## config.mk

```make
export PLATFORM = sky130hd
export DESIGN_NAME = tcam_match_walker_flat
export DESIGN_NICKNAME = d
export VERILOG_FILES = /design/src/rtl/tcam_match_walker_if.sv /design/src/rtl/tcam_match_walker.sv /design/src/flat_wrapper.sv
export SDC_FILE = /design/constraint.sdc
export NUM_CORES = 1
export LEC_CHECK = 0
export CELL_PAD_IN_SITES_DETAIL_PLACEMENT = 0
export CELL_PAD_IN_SITES_GLOBAL_PLACEMENT = 2
export CORE_MARGIN = 2
export CORE_UTILIZATION = 23
export DETAILED_ROUTE_END_ITERATION = 8
export GPL_ROUTABILITY_DRIVEN = 1
export PLACE_DENSITY_LB_ADDON = 0.1
export SYNTH_ARGS = -nofsm -noshare
export SYNTH_HDL_FRONTEND = slang
export SYNTH_SLANG_ARGS = --single-unit
```

## constraint.sdc

```tcl
create_clock -name i_clk -period 8.62 [get_ports i_clk]
set_clock_uncertainty 0.2 [all_clocks]
set_input_delay 2.155 -clock i_clk [delete_from_list [all_inputs] [get_ports i_clk]]
set_output_delay 2.155 -clock i_clk [all_outputs]
set_load 0.005 [all_outputs]
```

## src/rtl/tcam_match_walker_if.sv

```systemverilog
// Handshake bundle between a TCAM match-vector producer/consumer and tcam_match_walker.
// master: drives lookups and idx_ready; slave: the walker.
interface tcam_match_walker_if #(
    parameter int N  = 20,
    parameter int AW = 5
);
    logic          match_valid;
    logic [N-1:0]  matched;
    logic          match_ready;
    logic          idx_valid;
    logic [AW-1:0] idx;
    logic          idx_last;
    logic          idx_ready;
    logic [AW:0]   hit_count;
    logic          miss;

    modport master (
        output match_valid, matched, idx_ready,
        input  match_ready, idx_valid, idx, idx_last, hit_count, miss
    );

    modport slave (
        input  match_valid, matched, idx_ready,
        output match_ready, idx_valid, idx, idx_last, hit_count, miss
    );
endinterface

```

## src/rtl/tcam_match_walker.sv

```systemverilog
// Captures one TCAM match vector and serialises its set bits into entry indices.
// Define TCAM_WALK_MSB_FIRST_EN to emit indices highest-first instead of lowest-first.
module tcam_match_walker #(
    parameter int N  = 20,
    parameter int AW = 5
) (
    input  logic                 i_clk,
    input  logic                 i_reset,
    tcam_match_walker_if.slave   io_walk
);
    localparam int CW = AW + 1;

    typedef enum logic {
        IDLE,
        WALK
    } state_t;

    state_t        r_state;
    state_t        w_state_nxt;
    logic [N-1:0]  r_pending;
    logic [N-1:0]  w_pending_nxt;
    logic [N-1:0]  w_sel_mask;
    logic [CW-1:0] r_hit_count;
    logic [CW-1:0] w_hit_count_nxt;
    logic [CW-1:0] w_match_pop;
    logic [CW-1:0] w_pend_pop;
    logic          r_miss;
    logic          w_miss_nxt;
    logic [AW-1:0] w_idx;
    logic          w_last;

    always_comb begin
        w_match_pop = '0;
        w_pend_pop  = '0;
        for (int unsigned i = 0; i < N; i++) begin
            w_match_pop = w_match_pop + CW'(io_walk.matched[i]);
            w_pend_pop  = w_pend_pop  + CW'(r_pending[i]);
        end
    end

    // Later loop iterations overwrite earlier ones, so the scan direction picks the priority.
    always_comb begin
        w_idx      = '0;
        w_sel_mask = '0;
`ifdef TCAM_WALK_MSB_FIRST_EN
        for (int unsigned i = 0; i < N; i++) begin
            if (r_pending[i]) begin
                w_idx         = AW'(i);
                w_sel_mask    = '0;
                w_sel_mask[i] = 1'b1;
            end
        end
`else
        for (int unsigned k = 0; k < N; k++) begin
            if (r_pending[N-1-k]) begin
                w_idx               = AW'(N - 1 - k);
                w_sel_mask          = '0;
                w_sel_mask[N-1-k]   = 1'b1;
            end
        end
`endif
    end

    assign w_last = (w_pend_pop == CW'(1));

    always_ff @(posedge i_clk) begin
        if (i_reset) begin
            r_state     <= IDLE;
            r_pending   <= '0;
            r_hit_count <= '0;
            r_miss      <= 1'b0;
        end else begin
            r_state     <= w_state_nxt;
            r_pending   <= w_pending_nxt;
            r_hit_count <= w_hit_count_nxt;
            r_miss      <= w_miss_nxt;
        end
    end

    always_comb begin
        w_state_nxt     = r_state;
        w_pending_nxt   = r_pending;
        w_hit_count_nxt = r_hit_count;
        w_miss_nxt      = 1'b0;
        case (r_state)
            IDLE: begin
                if (io_walk.match_valid) begin
                    w_pending_nxt   = io_walk.matched;
                    w_hit_count_nxt = w_match_pop;
                    if (io_walk.matched == '0) begin
                        w_miss_nxt = 1'b1;
                    end else begin
                        w_state_nxt = WALK;
                    end
                end
            end
            WALK: begin
                if (io_walk.idx_ready) begin
                    w_pending_nxt = r_pending & ~w_sel_mask;
                    if (w_last) begin
                        w_state_nxt = IDLE;
                    end
                end
            end
            default: w_state_nxt = IDLE;
        endcase
    end

    // pending is zero whenever IDLE, so idx/idx_last read 0 there without extra gating.
    assign io_walk.match_ready = (r_state == IDLE);
    assign io_walk.idx_valid   = (r_state == WALK);
    assign io_walk.idx         = w_idx;
    assign io_walk.idx_last    = w_last;
    assign io_walk.hit_count   = r_hit_count;
    assign io_walk.miss        = r_miss;
endmodule

```

## src/flat_wrapper.sv

```systemverilog
// flat-port wrapper written by rule: the top's interface ports become plain ports
module tcam_match_walker_flat 
#(
    parameter int N  = 20,
    parameter int AW = 5
)
  (i_clk, i_reset, io_walk_match_valid, io_walk_matched, io_walk_idx_ready, io_walk_match_ready, io_walk_idx_valid, io_walk_idx, io_walk_idx_last, io_walk_hit_count, io_walk_miss);
  tcam_match_walker_if #(.N(N), .AW(AW)) io_walk_i ();
  input  logic i_clk;
  input  logic i_reset;
  input wire logic [$bits(io_walk_i.match_valid)-1:0] io_walk_match_valid;
  input wire logic [$bits(io_walk_i.matched)-1:0] io_walk_matched;
  input wire logic [$bits(io_walk_i.idx_ready)-1:0] io_walk_idx_ready;
  output wire logic [$bits(io_walk_i.match_ready)-1:0] io_walk_match_ready;
  output wire logic [$bits(io_walk_i.idx_valid)-1:0] io_walk_idx_valid;
  output wire logic [$bits(io_walk_i.idx)-1:0] io_walk_idx;
  output wire logic [$bits(io_walk_i.idx_last)-1:0] io_walk_idx_last;
  output wire logic [$bits(io_walk_i.hit_count)-1:0] io_walk_hit_count;
  output wire logic [$bits(io_walk_i.miss)-1:0] io_walk_miss;
  assign io_walk_i.match_valid = io_walk_match_valid;
  assign io_walk_i.matched = io_walk_matched;
  assign io_walk_i.idx_ready = io_walk_idx_ready;
  assign io_walk_match_ready = io_walk_i.match_ready;
  assign io_walk_idx_valid = io_walk_i.idx_valid;
  assign io_walk_idx = io_walk_i.idx;
  assign io_walk_idx_last = io_walk_i.idx_last;
  assign io_walk_hit_count = io_walk_i.hit_count;
  assign io_walk_miss = io_walk_i.miss;
  tcam_match_walker #(.N(N), .AW(AW)) u_core (.i_clk(i_clk), .i_reset(i_reset), .io_walk(io_walk_i));
endmodule
```

After elaboration in Yosys (flattened, before gate mapping) --
Cells that the tools add are included.
Storage, ports and cells: register bits after elaboration 28
Operators by class: add/subtract/negate cells 38, equality and inequality tests 3, muxes and demuxes 49, bitwise operators 4, reductions and logical operators 4
Operators by type and width (number):
- 20-bit 2-to-1 mux | 22
- 6-bit by 1-bit adder with 6-bit output | 36
- 5-bit 2-to-1 mux | 20
- 20-bit case mux with 2 select lines | 1
- 20-bit bitwise AND | 1
- 20-bit zero test | 1
- 20-bit NOT | 1
- 6-bit by 1-bit equality test with 1-bit output (second input constant) | 1
- 1-bit 2-to-1 mux | 5
- 1-bit by 1-bit adder with 2-bit output | 2
- 2-bit inequality test (second input constant) | 2
- 2-bit AND reduction | 2
- 3-bit OR reduction | 1
- 1-bit NOT | 2
- 1-bit case mux with 2 select lines | 1

Longest topological paths before layout --
depth after elaboration 24, depth in mapped cells 18, gate-level depth less buffers 18

Worst setup path before layout --
Ideal clock, no wire load.
kind flip-flop to output port, start register u_core.r_pending[0], end output port io_walk_idx_last, arrival 4.680 ns, data required time 6.265 ns, path slack 1.585 ns, stages on the path, launching flop included 15, cells stage by stage dfxtp_1 > ha_1 > inv_1 > fa_1 > inv_1 > fa_1 > fa_1 > inv_1 > fa_1 > fa_1 > inv_1 > fa_1 > fa_1 > or4b_1 > nor3_1
On the way: longest elaborated chain between the ends 20
Ends and longest elaborated chain:
- start, declared | line tcam_match_walker.sv:20 | logic [N-1:0] r_pending;
- start signal, assigned | line tcam_match_walker.sv:74 | r_pending <= w_pending_nxt;
- 1-bit by 1-bit adder with 2-bit output | line tcam_match_walker.sv:37 | w_pend_pop = w_pend_pop + CW'(r_pending[i]);
- 6-bit by 1-bit adder with 6-bit output (18 in series) | line tcam_match_walker.sv:37
- 6-bit by 1-bit equality test with 1-bit output | line tcam_match_walker.sv:64 | assign w_last = (w_pend_pop == CW'(1));
- end, declared | line flat_wrapper.sv:17 | output wire logic [$bits(io_walk_i.idx_last)-1:0] io_walk_idx_last;
Every way passes these cells.

Final worst setup path --
Ends and elaborated chain as after synthesis.

==> impl_metrics.py <==
metrics = {
    "synth": {
        "synth-edff-count": 0,
        "yosys.area.top_type_share_pct": 21.8,
        "avgSynthCellArea_um2": 8.35,
        "syn-cell-area_um2": 2480,
        "synth_cells": 297,
        "ys_seq_elements": 27,
        "postSynth.asyncResetShare_pct": 0,
        "ys.flop_type": "dfxtp_1",
        "synth_common_cells": "63 x inv_1, 27 x dfxtp_1, 26 x fa_1, 26 x nand2_1, 25 x a21oi_1",
        "ys_seq_area_share_pct": 21.8,
        "synthesis.nets": 364,
        "ys_types": 46,
        "synth_most_common_cell": "inv_1",
        "yosysWarnings": 0,
        "synth_area_leaders": "dfxtp_1 22%, fa_1 21%, inv_1 9.5%, ha_1 8.6%, a21oi_1 5.0%",
        "synth_top_area_cell": "dfxtp_1",
    },
    "sta": {
        "fin_crit_ps": 8000,
        "period_share_pct": 92.8,
        "worst_slack_ps": 621,
        "fmax_mhz": 125,
        "slew_viol_final": 0,
        "finalSetupTns_ps": 0,
        "finalSetupViolations": 0,
        "hold_viol": 0,
        "rsz0062_at_grt": "false",
        "hold_ws_ps": 261,
    },
    "setup_path": {
        "crit_chain": "ha_1, inv_1, fa_1, inv_1, fa_1, fa_1, inv_1, fa_1, fa_1, inv_1, fa_1, fa_1, or4b_1, nor3_1, clkdlybuf4s50_1",
        "rr_startpoint": "u_core.r_pending[0]",
        "worst-path-buf-inv": 5,
        "cp-start-kind": "flip-flop",
        "cp.arrival_ps": 5640,
        "critPathTopFamily": "adder cells",
        "crit_top_cell": "fa_1",
        "worstSetupPathType": "reg2out",
        "cp-end-kind": "output pin",
        "crit_path_max_incr_delay_ps": 520,
        "path_max_fanout": 6,
        "cp_slowest_cell": "or4b_1",
        "required_ps": 6270,
        "cp.depth": 15,
        "endpoint": "io_walk_idx_last",
        "rr_worst_depth": 15,
        "critical_path.startpoint": "u_core.r_pending[0]",
        "crit-reg2reg-capture": "u_core.io_walk.idx_valid",
        "reg2reg_slack_ps": 3160,
    },
    "die": {
        "coreArea_um2": 10400,
        "die_area_um2": 11600,
        "ios": 39,
        "rows": 37,
        "die_w_um": 108,
        "initial_core_util_pct": 23.8,
        "die_y_um": 108,
    },
    "grt": {
        "grt_max_degree": 31,
        "grt.overflow.total": 0,
        "grt_pass1_wl_mm": 11.9,
        "first_global_vias": 2180,
        "antenna_found_initial": 0,
        "grt_use_total_pct": 13.1,
    },
    "drt": {
        "drtAntennaViolNets": 0,
        "drt_first_pass_iters": 4,
        "detail_route.iter0.violations": 52,
        "avgRoutedWirePerCell_um": 15.0,
        "routed_wl_mm": 7.03,
        "vias_per_cell": 4.42,
        "drc_errors": 0,
        "dr_total_vias": 2063,
    },
    "cells_and_area": {
        "instances_no_fill": 467,
        "area_growth_pct": 22.8,
        "drive_above_1_share_pct": 5.44,
        "antenna_cells": 0,
        "final_util_pct": 29.2,
        "final_area_um2": 3040,
        "num-nets-final": 399,
    },
    "pwr": {
        "cellPowerDensity_nw_per_um2": 292,
        "irDropWorstVdd_mv": 0.149,
        "power_mw": 0.888,
        "p_leak_nw": 1.31,
    },
    "min_path": {
        "min_path_type": "reg2reg",
        "hold_depth": 2,
    },
    "clock_network": {
        "cts.htree.levels": 1,
        "clk_pin_slew_worst_paths_ps": 100,
        "clock_latency_ps": 280,
        "cts_sinks": 27,
        "numCtsBuffers": 3,
        "cts_setup_buffers": 0,
        "cts_resized": 0,
        "cts_buffer_depth": 2,
        "ctsHoldBuffers": 0,
        "cts_tree": "yes",
        "root_buffer": "clkbuf_8",
    },
    "placement": {
        "dp_cells": 463,
        "postPlaceCellArea_um2": 3000,
        "preCtsSetupSlack_ps": 906,
        "portBuffers": 37,
        "detailed_place_hpwl_mm": 5.97,
        "gp_congestion": 0.784,
    },
    "flow_run": {
        "drv_cap": 0,
    },
    "status": {
        "status": "finished clean",
    },
}
layout by cell type (no fill, tap or decap), types with 2 or more instances in the layout:
cell type / n
a211oi_1: 4
a21oi_1: 25
a221oi_2: 2
a31oi_1: 2
and2_1: 2
buf_4: 3
clkbuf_8: 3
clkdlybuf4s50_1: 37
dfxtp_1: 27
fa_1: 26
ha_1: 17
inv_1: 63
nand2_1: 26
nand2b_1: 3
nand3_1: 10
nand4_1: 2
nor2_1: 21
nor2b_1: 2
nor3_1: 5
nor4_1: 6
nor4_4: 3
o211ai_1: 7
o21ai_0: 8
or3_1: 4
cell type report:
| cell class | instances | area (um2) |
|---|---|---|
| Fill cell | 1135 | 7370 |
| Multi-Input combinational cell | 197 | 1660 |
| Tap cell | 136 | 170 |
| Timing Repair Buffer | 40 | 393 |
| Inverter | 63 | 236 |
| Sequential cell | 27 | 541 |
| Clock buffer | 3 | 41.3 |
| Clock inverter | 1 | 5.00 |
flip-flops by register name (all words and copies together) (netlist names):
| register | flops |
|---|---|
| u_core.io_walk.hit_count | 5 |
| u_core.r_pending | 20 |
| u_core.io_walk.miss | 1 |
| u_core.io_walk.idx_valid | 1 |
per-layer routing:
metal  global-route usage (%)  part of all wire [%]
met3                     2.00                   2.5
met4                    0.549                     0
met2                     22.1                    48
met1                     18.5                    49
met5                        0                     0
kinds of logic (layout without fill, tap and decap cells):
group	after synthesis	after routing	synth area share, %
simple gates	95	95	22.2
buf+inv	73	107	11.5
compound gates	58	58	14.8
fa+ha+maj	43	43	29.6
flops	27	27	21.8
other cells	1	1	0.151
how the worst min path moves through the flow:
stage	startpoint	end	slack [ps]
global placement	u_core.io_walk.hit_count[2]	u_core.io_walk.hit_count[2]	250
finish	u_core.io_walk.hit_count[2]	u_core.io_walk.hit_count[2]	260
detailed placement	u_core.io_walk.hit_count[2]	u_core.io_walk.hit_count[2]	250
floorplan	u_core.io_walk.hit_count[2]	u_core.io_walk.hit_count[2]	250
global route	u_core.io_walk.hit_count[2]	u_core.io_walk.hit_count[2]	290
CTS	u_core.io_walk.hit_count[2]	u_core.io_walk.hit_count[2]	270
worst reg2reg max path: cells and delay by family (launching register included):
family	cells	cell delay, ps
fa+ha+maj	8	3400
simple gates	2	880
flops	1	490
buf+inv	4	250
compound gates	1	120
power breakdown:
part / internal [mW] / switching, mW / total [mW]
combinational: 0.297 / 0.326 / 0.623
sequential: 0.150 / 0.0393 / 0.189
clock: 0.0325 / 0.0435 / 0.0760
Note: power is estimated with default switching activity, not from simulation.
